`config.mk`:
```
export PLATFORM = sky130hd
export DESIGN_NAME = dmem_mmio
export DESIGN_NICKNAME = d
export VERILOG_FILES = /design/src/rtl/dmem_mmio.sv
export SDC_FILE = /design/constraint.sdc
export NUM_CORES = 2
export LEC_CHECK = 0
export CAP_MARGIN = 20
export CORE_AREA = 2 2 493 495
export CTS_CLUSTER_DIAMETER = 200
export DETAILED_ROUTE_END_ITERATION = 10
export DIE_AREA = 0 0 495 497
export HOLD_SLACK_MARGIN = 0.08
export PLACE_DENSITY_LB_ADDON = 0.1
export SLEW_MARGIN = 20
export SYNTH_ARGS = -nofsm -noshare
export SYNTH_HDL_FRONTEND = slang
export SYNTH_SLANG_ARGS = --single-unit
```
`constraint.sdc`:
```
create_clock -name clk -period 2.09 [get_ports clk]
set_input_delay 0.209 -clock clk [delete_from_list [all_inputs] [get_ports clk]]
set_output_delay 0.209 -clock clk [all_outputs]
set_load 0.01 [all_outputs]
```
`src/rtl/dmem_mmio.sv`:
```
// Data-side memory stage for the single-cycle tinymips core: word RAM plus an
// I/O page (LED/HEX outputs, synchronised SW/KEY, sticky key edges, cycle counter).
module dmem_mmio #(
  parameter int DMEM_WORDS = 64,
  parameter int SW_W       = 10,
  parameter int KEY_W      = 4,
  parameter int LED_W      = 10
) (
  input  logic             clk,
  input  logic             rst,
  input  logic             memwrite,
  input  logic [31:0]      addr,
  input  logic [31:0]      writedata,
  output logic [31:0]      readdata,
  input  logic [SW_W-1:0]  sw,
  input  logic [KEY_W-1:0] key,
  output logic [LED_W-1:0] led,
  output logic [23:0]      hex,
  output logic             bus_err
);

  localparam int N = $clog2(DMEM_WORDS);

  localparam logic [7:0] OFF_LED   = 8'h00;
  localparam logic [7:0] OFF_HEX   = 8'h04;
  localparam logic [7:0] OFF_SW    = 8'h08;
  localparam logic [7:0] OFF_KEY   = 8'h0C;
  localparam logic [7:0] OFF_KEDGE = 8'h10;
  localparam logic [7:0] OFF_CYC   = 8'h14;

  logic [31:0]      mem_q [DMEM_WORDS];

  logic [LED_W-1:0] led_q,     led_d;
  logic [23:0]      hex_q,     hex_d;
  logic [SW_W-1:0]  sw_s1_q,   sw_s2_q;
  logic [KEY_W-1:0] key_s1_q,  key_s2_q, key_d_q;
  logic [KEY_W-1:0] kedge_q,   kedge_d;
  logic [31:0]      cycles_q,  cycles_d;
  logic             bus_err_q, bus_err_d;

  logic             ram_hit_s;
  logic             io_hit_s;
  logic             io_valid_s;
  logic             unmapped_s;
  logic [N-1:0]     ram_idx_s;
  logic [7:0]       io_off_s;
  logic             ram_we_s;
  logic             led_we_s;
  logic             hex_we_s;
  logic             kedge_we_s;
  logic             cyc_we_s;
  logic [KEY_W-1:0] kedge_clr_s;
  logic [KEY_W-1:0] kedge_new_s;
  logic [31:0]      rdata_s;
  logic             unused_addr_s;

  // Byte-lane bits are meaningless for word-only accesses.
  assign unused_addr_s = ^addr[1:0];

  always_comb begin
    ram_hit_s = (addr[31:N+2] == {(30-N){1'b0}});
    io_hit_s  = (addr[31:8] == 24'hFFFFFF);
    ram_idx_s = addr[N+1:2];
    io_off_s  = {addr[7:2], 2'b00};
    case (io_off_s)
      OFF_LED, OFF_HEX, OFF_SW, OFF_KEY, OFF_KEDGE, OFF_CYC: io_valid_s = 1'b1;
      default:                                              io_valid_s = 1'b0;
    endcase
    unmapped_s = !(ram_hit_s || (io_hit_s && io_valid_s));
  end

  always_comb begin
    ram_we_s   = memwrite && ram_hit_s;
    led_we_s   = memwrite && io_hit_s && (io_off_s == OFF_LED);
    hex_we_s   = memwrite && io_hit_s && (io_off_s == OFF_HEX);
    kedge_we_s = memwrite && io_hit_s && (io_off_s == OFF_KEDGE);
    cyc_we_s   = memwrite && io_hit_s && (io_off_s == OFF_CYC);
  end

  always_comb begin
    led_d     = led_q;
    hex_d     = hex_q;
    bus_err_d = bus_err_q;
    if (led_we_s) begin
      led_d = writedata[LED_W-1:0];
    end else begin
      led_d = led_q;
    end
    if (hex_we_s) begin
      hex_d = writedata[23:0];
    end else begin
      hex_d = hex_q;
    end
    if (memwrite && unmapped_s) begin
      bus_err_d = 1'b1;
    end else begin
      bus_err_d = bus_err_q;
    end
  end

  // A fresh edge in the same cycle as a clear must survive, so OR it in last.
  always_comb begin
    kedge_new_s = key_s2_q & ~key_d_q;
    kedge_clr_s = {KEY_W{1'b0}};
    if (kedge_we_s) begin
      kedge_clr_s = writedata[KEY_W-1:0];
    end else begin
      kedge_clr_s = {KEY_W{1'b0}};
    end
    kedge_d = (kedge_q & ~kedge_clr_s) | kedge_new_s;
  end

  always_comb begin
    cycles_d = cycles_q + 32'd1;
    if (cyc_we_s) begin
      cycles_d = 32'h0000_0000;
    end else begin
      cycles_d = cycles_q + 32'd1;
    end
  end

  always_ff @(posedge clk or negedge rst) begin
    if (!rst) begin
      led_q     <= {LED_W{1'b0}};
      hex_q     <= 24'h000000;
      sw_s1_q   <= {SW_W{1'b0}};
      sw_s2_q   <= {SW_W{1'b0}};
      key_s1_q  <= {KEY_W{1'b0}};
      key_s2_q  <= {KEY_W{1'b0}};
      key_d_q   <= {KEY_W{1'b0}};
      kedge_q   <= {KEY_W{1'b0}};
      cycles_q  <= 32'h0000_0000;
      bus_err_q <= 1'b0;
    end else begin
      led_q     <= led_d;
      hex_q     <= hex_d;
      sw_s1_q   <= sw;
      sw_s2_q   <= sw_s1_q;
      key_s1_q  <= key;
      key_s2_q  <= key_s1_q;
      key_d_q   <= key_s2_q;
      kedge_q   <= kedge_d;
      cycles_q  <= cycles_d;
      bus_err_q <= bus_err_d;
    end
  end

  // RAM contents are deliberately not reset.
  always_ff @(posedge clk) begin
    if (ram_we_s) begin
      mem_q[ram_idx_s] <= writedata;
    end
  end

  always_comb begin
    rdata_s = 32'h0000_0000;
    if (ram_hit_s) begin
      rdata_s = mem_q[ram_idx_s];
    end else if (io_hit_s) begin
      case (io_off_s)
        OFF_LED:   rdata_s = 32'(led_q);
        OFF_HEX:   rdata_s = {8'h00, hex_q};
        OFF_SW:    rdata_s = 32'(sw_s2_q);
        OFF_KEY:   rdata_s = 32'(key_s2_q);
        OFF_KEDGE: rdata_s = 32'(kedge_q);
        OFF_CYC:   rdata_s = cycles_q;
        default:   rdata_s = 32'h0000_0000;
      endcase
    end else begin
      rdata_s = 32'h0000_0000;
    end
  end

  assign readdata = rdata_s;
  assign led      = led_q;
  assign hex      = hex_q;
  assign bus_err  = bus_err_q;

endmodule

```
# --- Word-level counts from Yosys, hierarchy flattened ---
# Memory sizes are Yosys's and may differ from the RTL's.
# Cells that the tools add are included.
word_totals:
  reg_bits: 103
  output_inout_bits: 67
  memories: 1
  ramBits: 2048
mem_list:
  columns: ["name", "depth", "word_bits", "read_ports", "rd_ports_with_merged_regs", "write_ports", "line_no", "rtl"]
  rows:
  - ["mem_q", 64, 32, 1, 0, 1, "31", "logic [31:0] mem_q [DMEM_WORDS];"]
classes:
  eq_ne: 6
  n_bitwise: 5
  n_reduce_logical: 14
  addsub: 1
  muxes: 8
op_table:
  columns: ["op", "n"]
  rows:
  - ["32-bit case mux with 6 select lines", 1]
  - ["32-bit two-way mux", 3]
  - ["32-bit by 1-bit adder with 32-bit output, second input constant", 1]
  - ["24-bit == test, second input constant", 1]
  - ["24-bit zero test", 1]
  - ["6-bit by 2-bit == test with 1-bit output, second input constant", 2]
  - ["6-bit by 3-bit == test with 1-bit output, second input constant", 2]
  - ["4-bit bitwise AND", 2]
  - ["1-bit logical AND", 8]
  - ["8-bit zero test", 1]
  - ["4-bit NOT", 2]
  - ["6-bit by 1-bit == test with 1-bit output, second input constant", 1]
  - ["6-bit zero test", 1]
  - ["6-bit OR reduction", 1]
  - ["4-bit two-way mux", 1]
  - ["4-bit OR", 1]
  - ["1-bit two-way mux", 3]
  - ["1-bit zero test", 1]
  - ["1-bit logical OR", 1]

# --- Depth between registers and ports, before layout ---
logic_depth:
  word_depth: 7
  mapped_depth: 12
  ltp_nobuf: 7

# --- Least setup slack after synthesis ---
# No wires, ideal clock.
synth_path:
  path_type: "input to register"
  from: "input addr[2]"
  to: "memory mem_q[28][0] (enable)"
  slack_ns: -3.044
  setup_ns: 0.502
  arrival_ns: 4.632
  path_stages: 9
  path_buffers: 8
  cell_sequence: "buf_4 buf_6 buf_6 buf_4 buf_6 buf_4 buf_6 buf_2 nor4_1"
synth_lines:
  columns: ["element", "line_no", "rtl"]
  rows:
  - ["start, declared", "12", "input logic [31:0] addr,"]
  - ["end, declared", "31", null]
# Straight into the memory's write port.

# --- Worst setup path after layout ---
layout_path:
  from: "memory mem_q[55][16]"
  to: "output readdata[16]"
layout_via:
  elab_chain_len: 2
layout_lines:
  columns: ["element", "line_no", "rtl"]
  rows:
  - ["memory read 64 x 32 bit", null, null]
  - ["32-bit two-way mux", "157", "if (ram_hit_s) begin"]
  - ["end, declared", "14", "output logic [31:0] readdata,"]
# No other way between the ends.

==> metrics <==
CTS tree done; placed cells 7982; first-pass GRT wire length 385 mm; Critical Path AT 3.23 ns; leakage 0.0363 uW; CP Launch Type register; Async SR Flop Fraction 0.0479; Final min period 3.43 ns; top cell family by delay on the critical path multiplexers; min-delay worst type in -> reg; failing checks negative setup slack; clock buffer depth 3; Clk Latency, worst-skew pair 0.87 ns; max_cap viols 0; Layout Cells excl Fill 8538; Die Wd 495 um; Site Rows 180; Root Driver clkbuf_16; CP peak stage delay 0.48 ns; via count 45700; register area share after synthesis 0.763; synthesized area per cell 20.1 um2; Main synth FF type edfxtp_1; most common cell after layout, fill and taps aside edfxtp_1; Antenna Nets Post-Route 0; Setup-failing EPs final 960; cell repeated most along the worst path mux4_2; most frequent cells in the layout edfxtp_1 (2048), buf_4 (461), mux4_2 (384); Min Hold Slack 0.230 ns; Setup WS post-layout -1.34 ns; post-DP HPWL 175 mm; Yosys reg bits 2151; vias per inst 5.36; outcome finished, violations left; Design Power 92700 uW; # DRC 0; Initial Utilization 0.350; CP required 1.88 ns; Slew Viols, Final 0; number of detailed-route iterations in the first pass 7; Fillers 20700; Post-synth EDFFs 2048; Worst VDD drop 0.810 mV; Max H-tree Level 4; Port Buffer Count 145; Die Y 497 um; All-Layer GR Usage 0.225; initial antenna violation count 10; full die area 246000 um2; Clock transition at path regs 0.06 ns; CTS Buf Count 228; placer congestion estimate 0.795; Routed WL per cell 32.9 um; worst-path cell with the longest stage delay mux4_2; detailed-route wire length 281 mm; Worst Path Buf+Inv 1; RSZ-0062 raised after global routing true; fraction of layout instances using a drive strength above 1 0.360; crit path max fanout 1; CP Capture Type primary output; Setup Skew 0.0122 ns; Syn Inst Count 4184; Rel. slew slack 0.344; Iter 0 DRT Violations 4012; count of cell types in the netlist 59; critical path cell sequence mux4_2, mux4_2, mux2_4, nand2_4, o211ai_1, buf_2; Worst-Margin Slew 0.984 ns; # IOs 148; Netlist Area Pre-Place 84000 um2; GRT overflow 0; DP Worst Slack -2.29 ns; Syn. warnings 0; syn nets 4266; Final Hold Vio Count 0; vias in the first global route 46600; pwr/cell area 861 nW/um2; largest net degree at the start of global routing 67; Area Overhead vs Synth 28.2%; final period utilization 1.64; nets 5233; WS Path Type reg -> out; Max Fclk 291 MHz; Core Box Area 240000 um2; CTS sink cnt 2151
-- power by group --
group | internal (uW) | total, uW | leakage (uW) | switching [uW]
Sequential | 47200 | 47200 | 0.0197 | 10.8
Combinational | 2190 | 5320 | 0.0130 | 3120
Clock | 23100 | 40100 | 0.00358 | 17000
-- routing by layer --
metal | vias up | GRT usage | share of wire | wire, um
met3 | 301 | 0.0277 | 0.045 | 12600
met1 | 25000 | 0.316 | 0.44 | 124000
met5 | - | 0 | 0.000053 | 15
met4 | 2 | 0.0506 | 0.023 | 6400
met2 | 1160 | 0.373 | 0.49 | 138000
li1 | 19300 | - | - | -
-- layout make-up --
cell class                 count  area [um2]  area share
clock inverter               147        1450      0.0135
clock buffer                 279        5950      0.0553
timing repair buffer         982       11700       0.108
antenna                        6        15.0    0.000139
inverter                      14        62.6    0.000581
multi-input combinational   1774       20500       0.190
tap                         3185        3990      0.0370
sequential                  2151       64100       0.595
-- stage by stage --
stage | cell area (um2) | utilization | setup TNS, ns
5_1_grt | 108000 | 0.448 | -152.10
2_1_floorplan | 84800 | - | -1255.94
4_1_cts | 107000 | 0.446 | -71.29
3_5_place_dp | 96900 | 0.404 | -2160.17
3_3_place_gp | 96900 | 0.404 | -2177.80
6_report | 108000 | 0.448 | -145.16
-- cell usage after synthesis (16+ instances only) --
cell type	n	share of area
a21oi_1	127	0.0076
mux2i_1	307	0.037
buf_2	65	0.0039
a31oi_1	16	0.0012
o22ai_1	20	0.0015
nand3_1	54	0.0032
clkbuf_1	91	0.0041
and3_1	17	0.0013
a22oi_1	88	0.0079
a311o_1	16	0.0019
mux4_2	384	0.10
o21ai_0	67	0.0040
nor2_1	127	0.0057
a221oi_1	48	0.0050
buf_6	32	0.0043
nand4_1	16	0.0012
nand2_1	199	0.0089
buf_4	37	0.0033
xor2_1	19	0.0020
mux2_2	105	0.014
nor4_1	17	0.0013
dfrtp_1	103	0.031
edfxtp_1	2048	0.73
buf_1	20	0.00089
-- logic make-up after synthesis --
group                    after synthesis  share of synthesized area
flip-flops                          2151                      0.763
multiplexers                         796                      0.154
AND/OR/NAND/NOR                      483                     0.0256
AO/OA/AOI/OAI                        465                     0.0373
buffers and inverters                259                     0.0171
XOR/XNOR                              29                    0.00303
adder cells (fa/ha/maj)                1                   0.000149
-- worst paths after layout --
| kind | start | end | slack (ns) | depth (start not counted) |
|---|---|---|---|---|
| max | mem_q[55][16]$_DFFE_PP_ | readdata[16] | -1.34 | 6 |
| max in group asynchronous | rst | bus_err$_DFFE_PN0P_ | 1.12 | 4 |
| max reg2reg | cycles_q[7]$_DFF_PN0_ | cycles_q[31]$_DFF_PN0_ | 0.12 | 8 |
| min | writedata[2] | mem_q[4][2]$_DFFE_PP_ | 0.23 | 2 |
| min reg2reg | sw_s1_q[3]$_DFF_PN0_ | sw_s2_q[3]$_DFF_PN0_ | 0.35 | 0 |
| min in group asynchronous | rst | key_s1_q[1]$_DFF_PN0_ | 0.31 | 3 |
-- repair_timing --
action | in CTS | in global routing
gates cloned | 21 | 18
buffers inserted | 49 | 19
hold buffers | 48 | 0
hold endpoints to repair | 1976 | 0
setup endpoints to repair | 1468 | 879
resized for setup | 497 | 56
pin swaps | 131 | 48
-- state kept, by name (all words and copies together) (netlist names) --
| register | count |
|---|---|
| cycles_q | 32 |
| key_s1_q | 4 |
| bus_err | 1 |
| key_d_q | 4 |
| key_s2_q | 4 |
| mem_q | 2048 |
| kedge_q | 4 |
| hex | 24 |
| sw_s1_q | 10 |
| sw_s2_q | 10 |
| led | 10 |
No activity file was read; power rests on OpenSTA's default activity.
